[config.mk]
export PLATFORM = sky130hd
export DESIGN_NAME = arb_mux
export DESIGN_NICKNAME = d
export VERILOG_FILES = /design/src/rtl/arb_mux_pkg.sv /design/src/rtl/arb_mux_rr_arbiter.sv /design/src/rtl/arb_mux.sv
export SDC_FILE = /design/constraint.sdc
export NUM_CORES = 1
export LEC_CHECK = 0
export CAP_MARGIN = 20
export CORE_ASPECT_RATIO = 2
export CORE_MARGIN = 4
export CORE_UTILIZATION = 30
export DETAILED_ROUTE_END_ITERATION = 6
export PLACE_DENSITY_LB_ADDON = 0.05
export SYNTH_ARGS = -nofsm -noshare
export SYNTH_HDL_FRONTEND = slang
export SYNTH_HIERARCHICAL = 1
export SYNTH_SLANG_ARGS = --single-unit
[constraint.sdc]
create_clock -name clk -period 3 [get_ports clk]
set_input_delay 0.3 -clock clk [delete_from_list [all_inputs] [get_ports clk]]
set_output_delay 0.3 -clock clk [all_outputs]
set_load 0.01 [all_outputs]
[src/rtl/arb_mux_pkg.sv]
// Shared types and helpers for the arb_mux registered arbitrating multiplexer.
package arb_mux_pkg;

    typedef enum logic {OUT_EMPTY, OUT_FULL} out_state_e;
    typedef enum logic {UNLOCKED, LOCKED}    lock_state_e;

    // Select width never collapses to zero, even for a 2-channel mux.
    function automatic int clog2_min1(input int n);
        return (n <= 2) ? 1 : $clog2(n);
    endfunction

endpackage

[src/rtl/arb_mux_rr_arbiter.sv]
// Combinational arbiter: first request at or after ptr_i (round-robin) or from 0 (fixed priority).
module rr_arbiter #(
    parameter int N     = 3,
    parameter int SEL_W = 2
) (
    input  logic [N-1:0]     req_i,
    input  logic [SEL_W-1:0] ptr_i,
    input  logic             rr_mode_i,
    output logic [N-1:0]     gnt_o,
    output logic [SEL_W-1:0] idx_o,
    output logic             any_o
);

    int base;
    int pos;

    always_comb begin
        gnt_o = '0;
        idx_o = '0;
        any_o = 1'b0;
        pos   = 0;
        base  = rr_mode_i ? int'(ptr_i) : 0;
        for (int k = 0; k < N; k++) begin
            pos = (base + k) % N;
            if (!any_o && req_i[pos]) begin
                any_o      = 1'b1;
                gnt_o[pos] = 1'b1;
                idx_o      = SEL_W'(pos);
            end
        end
    end

endmodule

[src/rtl/arb_mux.sv]
// N-channel registered arbitrating mux with valid/ready handshake and a one-entry output stage.
// Optional burst locking is enabled by defining ARB_MUX_LOCK_EN.
module arb_mux
    import arb_mux_pkg::*;
#(
    parameter int  WIDTH   = 8,
    parameter int  N       = 3,
    parameter bit  RR_MODE = 1'b1,
    localparam int SEL_W   = clog2_min1(N)
) (
    input  logic               clk,
    input  logic               reset,
    input  logic [N-1:0]       in_valid,
    input  logic [N*WIDTH-1:0] in_data,
    input  logic [N-1:0]       in_last,
    output logic [N-1:0]       in_ready,
    output logic               out_valid,
    output logic [WIDTH-1:0]   out_data,
    output logic [SEL_W-1:0]   out_sel,
    input  logic               out_ready
);

    out_state_e       out_st_q, out_st_d;
    logic [WIDTH-1:0] out_data_q, out_data_d;
    logic [SEL_W-1:0] out_sel_q, out_sel_d;
    logic [SEL_W-1:0] rr_ptr_q, rr_ptr_d;

    logic [N-1:0]     req;
    logic [N-1:0]     gnt;
    logic [SEL_W-1:0] gidx;
    logic             gany;
    logic             load;
    logic             xfer;
    logic [WIDTH-1:0] win_data;

`ifdef ARB_MUX_LOCK_EN
    lock_state_e      lock_q, lock_d;
    logic [SEL_W-1:0] lock_ch_q, lock_ch_d;
    logic             win_last;

    // While locked, only the owning channel may request; its absence is a bubble.
    always_comb begin
        req = in_valid;
        if (lock_q == LOCKED) begin
            req = in_valid & (N'(1) << lock_ch_q);
        end
    end

    assign win_last = |(in_last & gnt);

    always_comb begin
        lock_d    = lock_q;
        lock_ch_d = lock_ch_q;
        if (xfer) begin
            lock_d    = win_last ? UNLOCKED : LOCKED;
            lock_ch_d = gidx;
        end
    end

    always_ff @(posedge clk or posedge reset) begin
        if (reset) begin
            lock_q    <= UNLOCKED;
            lock_ch_q <= '0;
        end else begin
            lock_q    <= lock_d;
            lock_ch_q <= lock_ch_d;
        end
    end
`else
    logic unused_last;

    assign req         = in_valid;
    assign unused_last = ^in_last;
`endif

    rr_arbiter #(
        .N     (N),
        .SEL_W (SEL_W)
    ) u_arb (
        .req_i     (req),
        .ptr_i     (rr_ptr_q),
        .rr_mode_i (RR_MODE),
        .gnt_o     (gnt),
        .idx_o     (gidx),
        .any_o     (gany)
    );

    assign load     = (out_st_q == OUT_EMPTY) || out_ready;
    assign xfer     = load && gany;
    assign in_ready = (xfer && !reset) ? gnt : '0;

    always_comb begin
        win_data = '0;
        for (int i = 0; i < N; i++) begin
            if (gnt[i]) begin
                win_data = in_data[i*WIDTH +: WIDTH];
            end
        end
    end

    always_comb begin
        out_st_d   = out_st_q;
        out_data_d = out_data_q;
        out_sel_d  = out_sel_q;
        rr_ptr_d   = rr_ptr_q;
        if (load) begin
            if (gany) begin
                out_st_d   = OUT_FULL;
                out_data_d = win_data;
                out_sel_d  = gidx;
                rr_ptr_d   = (gidx == SEL_W'(N-1)) ? '0 : gidx + 1'b1;
            end else begin
                // Data and select keep their last values when the stage drains.
                out_st_d = OUT_EMPTY;
            end
        end
    end

    always_ff @(posedge clk or posedge reset) begin
        if (reset) begin
            out_st_q   <= OUT_EMPTY;
            out_data_q <= '0;
            out_sel_q  <= '0;
            rr_ptr_q   <= '0;
        end else begin
            out_st_q   <= out_st_d;
            out_data_q <= out_data_d;
            out_sel_q  <= out_sel_d;
            rr_ptr_q   <= rr_ptr_d;
        end
    end

    assign out_valid = (out_st_q == OUT_FULL);
    assign out_data  = out_data_q;
    assign out_sel   = out_sel_q;

endmodule

After elaboration in Yosys (flattened, before gate mapping)
Cells that the tools add are included.
- bits of input ports: 33
- output and inout bits: 14
- bits in registers: 13
- word-level logic and storage cells: 62
- div/mod/pow operators: 3
- magnitude comparators: 6
- mux-type cells: 30
- eq/ne operators: 1
- add/subtract/negate cells: 3
- bitwise operators: 3
- reduce and logical (&&, ||, !) cells: 12
- operator list (cell ; number):
    $ge A32 B1 Y1 const B ; 3
    $lt A32 B4 Y1 const B ; 3
    $mod A32 B3 Y32 const B ; 2
    $mod A3 B3 Y32 const B ; 1
    $mux W8 ; 3
    $mux W1 ; 13
    $mux W3 ; 4
    $mux W2 ; 4
    $logic_and A1 B1 Y1 ; 7
    $bmux W1 S2 ; 3
    $demux W1 S2 ; 3
    $or A3 B3 Y3 ; 2
    $add A2 B1 Y3 const B ; 1
    $add A2 B2 Y3 const B ; 1
    $logic_not A1 Y1 ; 3
    $add A2 B1 Y2 const B ; 1
    $eq A2 B2 Y1 const B ; 1
    $reduce_and A2 Y1 ; 1
    $logic_or A1 B1 Y1 ; 1
    $not A1 Y1 ; 1

Depth between registers and ports, before layout
Gate-level depths: netlist of the first run.
- depth after elaboration: 14
- depth in mapped cells: 12
- mapped depth without buffers: 10

Modules after synthesis
The synthesis of the first run kept the hierarchy.
- modules (own cells, without submodules) (module ; times used ; area each (sq um) ; cells each ; sequential area each (sq um)):
    arb_mux ; 1 ; 800.8 ; 66 ; 325.3
    rr_arbiter ; 1 ; 385.4 ; 57 ; 0.0

Worst setup path before layout of the first run
Ideal clock, no wire load.
- path type: flip-flop to output port
- start point: register rr_ptr_q[1]
- end point: output in_ready[2]
- data arrival time: 2.677 ns
- setup slack: 0.023 ns
- required time: 2.700 ns
- cell stages (with the launch flop): 10
- path buffers: 1
- path through: dfrtp_1 -> and2_1 -> inv_1 -> ha_1 -> mux2_2 -> a21boi_4 -> inv_1 -> o311ai_0 -> buf_6 -> nor3b_2
- elaborated cells on any way between the ends: 44
- classes of those cells: 2 x add/sub; 3 x div; 6 x order compare; 22 x mux; 2 x bitwise; 9 x reduce/logical
- RTL lines (element ; RTL line ; source):
    start: declaration ; arb_mux.sv:26 ; logic [SEL_W-1:0] rr_ptr_q, rr_ptr_d;
    start signal: assignment ; arb_mux.sv:129 ; rr_ptr_q <= rr_ptr_d;
    parallel branches: the longest is 10 deep, another holds $mod A32 B3 Y32 ; -- ;
    $mux W3 * ; arb_mux_rr_arbiter.sv:25 ; if (!any_o && req_i[pos]) begin
    via gnt[2] ; arb_mux.sv:29 ; logic [N-1:0] gnt;
    $mux W3 * ; arb_mux.sv:90 ; assign in_ready = (xfer && !reset) ? gnt : '0;
    end: declaration ; arb_mux.sv:16 ; output logic [N-1:0] in_ready,
Mark *: on every way through the listed nets, which the timed path passes. The select of a mux whose other input is x is not followed.

Final worst setup path of the first run
- start point: register rr_ptr_q[1]
- end point: output in_ready[1]
- longest elaborated chain between the ends: 14
- elaborated cells on any way between the ends: 44
- classes of those cells: 2 x add/sub; 3 x div; 6 x order compare; 22 x mux; 2 x bitwise; 9 x reduce/logical
- RTL lines (element ; RTL line ; source):
    parallel branches: the longest is 10 deep, another holds $mod A32 B3 Y32 ; -- ;
    $mux W1 * ; arb_mux_rr_arbiter.sv:25 ;
    via gany ; arb_mux.sv:31 ; logic gany;
    $logic_and A1 B1 Y1 * ; arb_mux.sv:89 ; assign xfer = load && gany;
    $logic_and A1 B1 Y1 * ; arb_mux.sv:90 ;
    $mux W3 * ; arb_mux.sv:90 ;
Marked as above.

==> flow_summary.json, run 1 <==
{
  "p_leak_nw": 0.725,
  "holdPathEnd": "out_data[0]$_DFFE_PP0P_",
  "antenna_found_initial": 0,
  "ir_drop_mv": 0.411,
  "max_freq_mhz": 350,
  "hold_class": "register to register",
  "final.setup.tns_ps": 0,
  "gp_congestion": 0.807,
  "max_stage_delay_ps": 380,
  "grt-ovfl-total": 0,
  "seq_area_frac_synth": 0.274,
  "crit_buf_inv": 3,
  "hold_viol": 0,
  "min_period_ps": 2860,
  "max_slew.worst_pin.slew_ps": 528,
  "cp_slowest_cell": "dfrtp_1",
  "start_kind": "register",
  "path_delay_family": "simple AND/OR/NAND/NOR gates",
  "io_buffers": 43,
  "multi_input_area_um2": 805,
  "cp_common_cell": "inv_1",
  "final_cells": 227,
  "regArea_um2": 325,
  "num_antenna_cells": 0,
  "pin_count": 47,
  "setup_violations": 0,
  "clkTransAtPathRegs_ps": 60,
  "power_per_cell_area_nw_per_um2": 851,
  "synth_warnings": 6,
  "critPathMaxFanout": 8,
  "synth_cell_types": 42,
  "clock_path_buffers": 2,
  "crit_required_ps": 2700,
  "drt_iter0_markers": 32,
  "avgSynthCellArea_um2": 9.64,
  "grt_pass1_wl_mm": 5.93,
  "hold_slack_ps": 494,
  "fill_cells": 412,
  "worstPathCellList": "and2_1, inv_1, ha_2, mux2_2, a21boi_4, inv_1, or3_4, nand2_8, nor3b_2, dlygate4sd2_1",
  "hpwl_mm": 3.10,
  "dr.pass1.iters": 4,
  "insertion_delay_ps": 240,
  "drive_above_1_share": 0.222,
  "finClkSkew_ps": 6.91,
  "rsz0062_at_grt": "false",
  "reg2regPathDepth": 10,
  "hold_path_depth": 1,
  "synthCells": 123,
  "maxSlewViolCount": 0,
  "ys_async_sr_fraction": 1.00,
  "num_rows": 32,
  "synth_top_cell_by_area": "dfrtp_1",
  "ant_nets": 0,
  "vias": 1204,
  "drc": 0,
  "clockRootBuffer": "clkbuf_8",
  "r2r_start": "rr_ptr_q[0]$_DFFE_PP0P_",
  "r2r_slack_ps": 300,
  "status": "finished clean",
  "synth_fp_nets": 160,
  "core_area_um2": 3840,
  "worst_setup_path_end_kind": "primary output",
  "viasPerCell": 5.30,
  "cts_tree": "built",
  "syn-cell-area_um2": 1190,
  "hold_start": "out_data[0]$_DFFE_PP0P_",
  "synth_edf_count": 0,
  "wl_mm": 3.85,
  "drv_cap": 0,
  "grt_pass1_vias": 1226,
  "die_area_um2": 5080,
  "dominantRegCellSynth": "dfrtp_1",
  "start_util": 0.309,
  "dieWidth_um": 52.5,
  "placed_cells": 222,
  "cp.arrival_ps": 2560,
  "clock_sinks": 13,
  "num-nets-final": 214,
  "syn_to_final_growth_pct": 50.2,
  "critPathKind": "register to primary output",
  "grt_usage": 0.153,
  "ctsHtreeMaxLevel": 1,
  "yosys-top-cells-area": "dfrtp_1 (27%), mux2_4 (6.3%), a221oi_1 (5.2%)",
  "r2r-end": "out_data[3]$_DFFE_PP0P_",
  "finalCritPeriodShare": 0.952,
  "slew_headroom": 0.647,
  "yosys.area.top_type_share": 0.274,
  "die_h_um": 96.9,
  "cts_buffers": 3,
  "grt_max_degree": 17,
  "wl_per_cell_um": 17.0,
  "ys_ff_latch": 13
}
[cell families after synthesis]
kind of cell               synth area share
and+or+nand+nor                       0.252
muxes                                0.0812
other                               0.00316
buffers and inverters                0.0791
DFF                                   0.274
xor gates and xnor gates             0.0148
adders and majority gates            0.0422
AOI/OAI and AO/OA                     0.253
[power breakdown]
part,internal (mW),switching [mW],total [mW]
Clock,0.0938,0.0658,0.160
Combinational,0.546,0.512,1.06
Sequential,0.257,0.0421,0.299
Total,0.897,0.620,1.52
[synthesized netlist by cell type, types with 2 or more instances]
cell type,n
o21ai_0,4
o211ai_1,3
nand3b_1,4
ha_1,4
buf_4,2
nor2_1,3
nand2_1,8
nand3_1,7
o311ai_0,2
nor3b_2,3
a21oi_1,3
or2b_1,6
dfrtp_1,13
a31oi_1,5
a221oi_1,7
buf_6,3
inv_1,8
o2bb2ai_1,7
mux2_4,5
nand2b_1,4
[worst register-to-register path, cell delays in order (launching register included)]
cell,delay [ps]
dfrtp_1,390
nand2_1,120
inv_1,70
ha_2,190
or4_1,510
a21o_1,200
a31oi_2,220
buf_4,210
and2b_4,230
a221oi_1,300
o2bb2ai_1,120
[registers in the layout, indices dropped and copies added (netlist names)]
name       flops
rr_ptr_q       2
out_sel        2
out_valid      1
out_data       8
[worst max path at each step]
stage / from / endpoint / cells after the start
3_3_place_gp: in_valid[2] / in_ready[1] / 7
6_report: rr_ptr_q[1]$_DFFE_PP0P_ / in_ready[1] / 10
3_5_place_dp: in_valid[2] / in_ready[1] / 7
2_1_floorplan: rr_ptr_q[1]$_DFFE_PP0P_ / in_ready[2] / 9
5_1_grt: rr_ptr_q[1]$_DFFE_PP0P_ / in_ready[1] / 10
4_1_cts: rr_ptr_q[1]$_DFFE_PP0P_ / in_ready[2] / 10
[routing by layer]
layer  share of wire  global-route usage  up-vias
li1                -                   -      569
met1            0.35               0.151      584
met2            0.56               0.284       45
met5               0                   0        -
met4           0.029              0.0728        0
met3           0.068              0.0247        6
[what timing repair did]
| item | CTS | global route |
|---|---|---|
| gates cloned | 0 | 0 |
| resized for setup | 10 | 2 |
| endpoints found under the setup margin | 3 | 1 |
| pin swaps | 1 | 0 |
| buffers inserted | 1 | 0 |
| hold buffers | 0 | 0 |
[cell type report]
cell class | instances | share of cell area
well taps | 51 | 0.0358
repair buffers | 55 | 0.288
multi-input cells | 96 | 0.452
flip-flops and latches | 13 | 0.183
clock buffers | 4 | 0.0253
inverters | 8 | 0.0169
[metrics by stage]
| step | power [mW] | setup slack [ps] | cell area (um^2) | util |
|---|---|---|---|---|
| finish | 1.52 | 144 | 1780 | 0.464 |
| floorplan | 0.953 | 22.6 | 1190 | - |
| CTS | 1.53 | 96.6 | 1790 | 0.465 |
| global placement | 1.31 | 65.3 | 1700 | 0.442 |
| detailed placement | 1.33 | -10.6 | 1700 | 0.442 |
| global route | 1.62 | 15.9 | 1780 | 0.464 |
[cells in the final DEF, fill, tap and decap left out, drive strengths merged, types with 2 or more instances in the layout]
cell type	instances
nand3	7
a31oi	5
o311ai	2
a21oi	4
o21ai	4
o2bb2ai	7
nand3b	4
nand2	9
mux2	6
clkdlybuf4s50	40
buf	12
clkbuf	5
dlygate4sd2	2
a21boi	2
or2b	6
inv	8
nand2b	5
nor2	3
ha	4
nor2b	2
o211ai	3
nor3b	3
dfrtp	13
a221oi	7
Power figures use the tool's default switching activity.
==> run 2, diff against run 1 <==
--- a/config.mk
+++ b/config.mk
@@ -5,11 +5,12 @@
 export SDC_FILE = /design/constraint.sdc
 export NUM_CORES = 1
 export LEC_CHECK = 0
-export CAP_MARGIN = 20
+export CAP_MARGIN = 0
 export CORE_ASPECT_RATIO = 2
 export CORE_MARGIN = 4
 export CORE_UTILIZATION = 30
 export DETAILED_ROUTE_END_ITERATION = 6
+export DONT_BUFFER_PORTS = 1
 export PLACE_DENSITY_LB_ADDON = 0.05
 export SYNTH_ARGS = -nofsm -noshare
 export SYNTH_HDL_FRONTEND = slang
==> run 2 against run 1 <==
Compared with the run above:
- final cell count shrank 21%
- critical path type unchanged
- setup slack gained 37 ps
- core utilization shrank 12 points
- highest routed layer unchanged
- register-to-register slack lost 60 ps
- largest power group unchanged
==> flow_summary.json, run 2 (synthesis gave the netlist of run 1 again) <==
{
  "crit_required_ps": 2700,
  "intPower_mw": 0.732,
  "core_area_um2": 3840,
  "num_antenna_cells": 0,
  "largest_reg_flops": 8,
  "ir_drop_mv": 0.269,
  "holdPathEnd": "out_data[6]$_DFFE_PP0P_",
  "final_common_cell": "dfrtp_1",
  "grt_max_degree": 18,
  "start_util": 0.309,
  "io_buffers": 0,
  "hold_path_depth": 2,
  "r2r-end": "out_data[4]$_DFFE_PP0P_",
  "wl_mm": 3.13,
  "num-nets-final": 167,
  "clock_path_buffers": 2,
  "seqPwrFrac": 0.274,
  "drv_cap": 0,
  "start_kind": "register",
  "r2r_start": "rr_ptr_q[1]$_DFFE_PP0P_",
  "final.setup.tns_ps": 0,
  "final_cells": 180,
  "drive_above_1_share": 0.225,
  "timing.final.ws_setup_ps": 181,
  "cts_tree": "built",
  "worst_setup_path_end_kind": "primary output",
  "syn_to_final_growth_pct": 12.0,
  "num_rows": 32,
  "viasPerCell": 5.51,
  "grt_usage": 0.125,
  "gp_congestion": 0.747,
  "rsz0062_at_grt": "false",
  "hold_start": "in_data[6]",
  "swShare": 0.433,
  "grt_pass1_vias": 1001,
  "insertion_delay_ps": 240,
  "clockRootBuffer": "clkbuf_8",
  "clock_sinks": 13,
  "max_slew.worst_pin.slew_ps": 527,
  "ant_nets": 0,
  "power_mw": 1.29,
  "slew_headroom": 0.648,
  "ctsHtreeMaxLevel": 1,
  "place_area_um2": 1220,
  "final_cell_mix": "dfrtp_1 (13), inv_1 (8), nand2_1 (8)",
  "design_area_um2": 1330,
  "p_leak_nw": 0.533,
  "place_worst_setup_slack_ps": 184,
  "reg2regPathDepth": 13,
  "setup_violations": 0,
  "critPathMaxFanout": 10,
  "r2r_slack_ps": 240,
  "vias": 991,
  "hold_class": "input pin to register",
  "die_h_um": 96.9,
  "hold_slack_ps": 280,
  "cts_buffers": 3,
  "p_sw_mw": 0.560,
  "critPathKind": "register to primary output",
  "power_per_cell_area_nw_per_um2": 972,
  "utilization": 0.346,
  "grt_pass1_wl_mm": 4.88,
  "cp.arrival_ps": 2520,
  "dr.pass1.iters": 4,
  "min_period_ps": 2820,
  "status": "finished clean",
  "finClkSkew_ps": 4.17,
  "antenna_found_initial": 0,
  "maxSlewViolCount": 0,
  "finalCritPeriodShare": 0.940,
  "dieWidth_um": 52.5,
  "clkTransAtPathRegs_ps": 60,
  "clkPwrFrac": 0.120,
  "wl_per_cell_um": 17.4,
  "placed_cells": 171,
  "grt-ovfl-total": 0,
  "drt_iter0_markers": 26,
  "die_area_um2": 5080,
  "hold_viol": 0,
  "max_freq_mhz": 355,
  "comb_power_share": 0.606,
  "hpwl_mm": 2.58,
  "pin_count": 47,
  "drc": 0
}
[run 2: cell types whose count changed in the layout (fill, tap and decap cells not counted), sizes merged]
cell / before / now
buf: 12 / 7
clkdlybuf4s50: 40 / 0
clkbuf: 5 / 4
dlygate4sd2: 2 / 0
dlygate4sd3: 0 / 1
[run 2: worst max-delay path by stage]
stage / cells past startpoint / startpoint / slack [ps] / to
floorplan: 9 / rr_ptr_q[1]$_DFFE_PP0P_ / 20 / in_ready[2]
global placement: 11 / rr_ptr_q[1]$_DFFE_PP0P_ / 190 / out_data[4]$_DFFE_PP0P_
detailed placement: 11 / rr_ptr_q[1]$_DFFE_PP0P_ / 180 / out_data[4]$_DFFE_PP0P_
CTS: 9 / rr_ptr_q[1]$_DFFE_PP0P_ / 9 / in_ready[2]
global route: 9 / rr_ptr_q[1]$_DFFE_PP0P_ / 50 / in_ready[1]
finish: 8 / rr_ptr_q[1]$_DFFE_PP0P_ / 180 / in_ready[1]
[run 2: critical path: stages, from the launching register on]
cell and delay, ps:
dfrtp_1 420, and2_1 200, inv_1 90, ha_4 200
or4_1 500, a21o_1 190, a31oi_1 200, buf_4 210
nor3b_2 260
[run 2: final cells by class]
class	instances	area, um^2
Clock buffer	4	45.0
Fill cell	419	2510
Inverter	8	30.0
Multi-Input combinational cell	96	798
Sequential cell	13	325
Tap cell	51	63.8
Timing Repair Buffer	8	66.3
[run 2: metal layers]
layer / vias to the layer above / part of all wire / track usage / wire length [um]
li1: 472 / - / - / -
met1: 476 / 0.33 / 0.121 / 1030
met2: 37 / 0.57 / 0.231 / 1790
met3: 6 / 0.071 / 0.0262 / 223
met4: 0 / 0.026 / 0.0650 / 82
met5: - / 0 / 0 / 0
[run 2: timing repair]
| action | 4_1_cts | 5_1_grt |
|---|---|---|
| hold buffers | 1 | 0 |
| setup endpoints to repair | 3 | 3 |
| buffers inserted | 0 | 4 |
| gates cloned | 0 | 0 |
| resized for setup | 1 | 4 |
| hold endpoints to repair | 6 | 0 |
[run 2: power by group through the flow]
stage / clock [mW] / sequential [mW] / combinational, mW
floorplan: 0 / 0.338 / 0.615
global placement: 0 / 0.359 / 0.723
detailed placement: 0 / 0.359 / 0.730
CTS: 0.163 / 0.358 / 0.733
global route: 0.165 / 0.365 / 0.863
finish: 0.155 / 0.354 / 0.782
==> run 3, diff against run 2 <==
==> constraint.sdc (replaced) <==
create_clock -name clk -period 2.9 [get_ports clk]
set_input_delay 0.29 -clock clk [delete_from_list [all_inputs] [get_ports clk]]
set_output_delay 0.29 -clock clk [all_outputs]
set_load 0.01 [all_outputs]
==> run 3 against run 2 <==
Compared with the run above:
- clock power up 6%
- sequential power up 5%
- total power grew 6.5%
- routed wire length increased by 4.3%
- final cell count is 1.1% higher
- critical path type unchanged
- largest cell class unchanged
- largest power group unchanged
==> flow_summary.json, run 3 (synthesis gave the netlist of run 1 again) <==
{
  "status": "finished clean",
  "placed_cells": 173,
  "maxSlewViolCount": 0,
  "clock_path_buffers": 2,
  "grt_pass1_wl_mm": 5.16,
  "worstPathCellList": "and2_1, inv_1, ha_1, or4_1, a21o_1, a31oi_1, buf_4, nor3b_4",
  "ant_nets": 0,
  "antenna_found_initial": 0,
  "num_rows": 32,
  "power_mw": 1.38,
  "wl_per_cell_um": 17.9,
  "grt-ovfl-total": 0,
  "grt_usage": 0.131,
  "clock_sinks": 13,
  "gp_congestion": 0.850,
  "p_sw_mw": 0.600,
  "pin_count": 47,
  "comb_power_share": 0.612,
  "drv_cap": 0,
  "ctsHtreeMaxLevel": 1,
  "multi_input_area_um2": 798,
  "grt_max_degree": 18,
  "critPathKind": "register to primary output",
  "seqPwrFrac": 0.269,
  "die_h_um": 96.9,
  "final_cells": 182,
  "crit_required_ps": 2610,
  "clkPwrFrac": 0.119,
  "dr.pass1.iters": 4,
  "num-nets-final": 169,
  "drc": 0,
  "final_common_cell": "dfrtp_1",
  "start_kind": "register",
  "cp_slowest_cell": "or4_1",
  "finalCritPeriodShare": 0.961,
  "grt_pass1_vias": 1016,
  "min_period_ps": 2790,
  "regArea_um2": 325,
  "final.setup.tns_ps": 0,
  "clkTransAtPathRegs_ps": 60,
  "cts_buffers": 3,
  "cts_tree": "built",
  "finClkSkew_ps": 2.11,
  "critPathMaxFanout": 5,
  "intPower_mw": 0.776,
  "hold_viol": 0,
  "viasPerCell": 5.50,
  "holdPathEnd": "out_data[1]$_DFFE_PP0P_",
  "hold_start": "in_data[1]",
  "r2r_start": "rr_ptr_q[1]$_DFFE_PP0P_",
  "swShare": 0.436,
  "worst_setup_path_end_kind": "primary output",
  "power_per_cell_area_nw_per_um2": 1020,
  "num_antenna_cells": 0,
  "core_area_um2": 3840,
  "insertion_delay_ps": 240,
  "vias": 1001,
  "largest_reg_flops": 8,
  "clockRootBuffer": "clkbuf_8",
  "max_freq_mhz": 359,
  "r2r-end": "out_data[4]$_DFFE_PP0P_",
  "r2r_slack_ps": 200,
  "hold_path_depth": 2,
  "slew_headroom": 0.655,
  "dieWidth_um": 52.5,
  "final_cell_mix": "dfrtp_1 (13), inv_1 (8), buf_4 (8), nand2_1 (8)",
  "cp.arrival_ps": 2500,
  "syn_to_final_growth_pct": 13.3,
  "max_slew.worst_pin.slew_ps": 517,
  "wl_mm": 3.26,
  "setup_violations": 0,
  "hold_class": "input pin to register",
  "ir_drop_mv": 0.300,
  "fill_cells": 439,
  "start_util": 0.309,
  "max_stage_delay_ps": 510,
  "p_leak_nw": 0.549,
  "hpwl_mm": 2.64,
  "die_area_um2": 5080,
  "io_buffers": 0,
  "drive_above_1_share": 0.229,
  "reg2regPathDepth": 13,
  "drt_iter0_markers": 20
}
-- run 3: cell count changes in the layout (fill, tap and decap cells not counted) --
| cell | before | now |
|---|---|---|
| ha_1 | 3 | 4 |
| ha_4 | 1 | 0 |
| nor3b_4 | 1 | 3 |
| buf_4 | 6 | 8 |
| nor3b_2 | 2 | 0 |
-- run 3: area by class of cell --
cell class | instances | share of cell area
multi-input combinational | 96 | 0.594
sequential | 13 | 0.242
tap | 51 | 0.0475
timing repair buffer | 10 | 0.0605
clock buffer | 4 | 0.0335
inverter | 8 | 0.0223
-- run 3: critical path: cells and delay by family, from the launching register on --
kind            cells  cell delay, ps
buf+inv             2             250
flops               1             420
simple gates        3             940
compound gates      2             390
fa+ha+maj           1             250
-- run 3: layer usage --
layer  vias up  wire, um  GRT usage
li1        474         -          -
met1       489      1170      0.138
met2        34      1820      0.239
met3         4       227     0.0277
met4         0        48     0.0492
met5         -         0          0
-- run 3: worst max-delay path by stage --
| stage | from | endpoint | slack (ps) | cells after the start |
|---|---|---|---|---|
| 2_1_floorplan | rr_ptr_q[1]$_DFFE_PP0P_ | in_ready[2] | 140 | 9 |
| 3_3_place_gp | rr_ptr_q[1]$_DFFE_PP0P_ | out_data[4]$_DFFE_PP0P_ | 240 | 11 |
| 3_5_place_dp | rr_ptr_q[1]$_DFFE_PP0P_ | out_data[4]$_DFFE_PP0P_ | 220 | 11 |
| 4_1_cts | rr_ptr_q[1]$_DFFE_PP0P_ | in_ready[1] | 10 | 8 |
| 5_1_grt | rr_ptr_q[1]$_DFFE_PP0P_ | in_ready[1] | -0.1 | 8 |
| 6_report | rr_ptr_q[1]$_DFFE_PP0P_ | in_ready[1] | 110 | 8 |
-- run 3: through the flow --
| stage | util | cell area (um^2) | worst slack, ps | hold WS [ps] |
|---|---|---|---|---|
| 2_1_floorplan | - | 1190 | 137 | 167 |
| 3_5_place_dp | 0.320 | 1230 | 219 | 255 |
| 5_1_grt | 0.350 | 1340 | -0.129 | 294 |
| 4_1_cts | 0.336 | 1290 | 12.0 | 275 |
| 3_3_place_gp | 0.320 | 1230 | 244 | 242 |
| 6_report | 0.350 | 1340 | 114 | 270 |
-- run 3: power by group through the flow --
stage | clock network (mW) | logic (mW) | registers [mW]
after floorplan | 0 | 0.638 | 0.350
after global placement | 0 | 0.767 | 0.371
after detailed placement | 0 | 0.775 | 0.373
after CTS | 0.169 | 0.785 | 0.373
after global routing | 0.174 | 0.923 | 0.382
final | 0.164 | 0.841 | 0.370
-- run 3: timing repair --
action / 4_1_cts / 5_1_grt
hold buffers: 1 / 0
setup endpoints to repair: 1 / 3
setup buffers: 0 / 4
pin swaps: 0 / 0
resized for setup: 1 / 4
endpoints found under the hold margin: 13 / 0
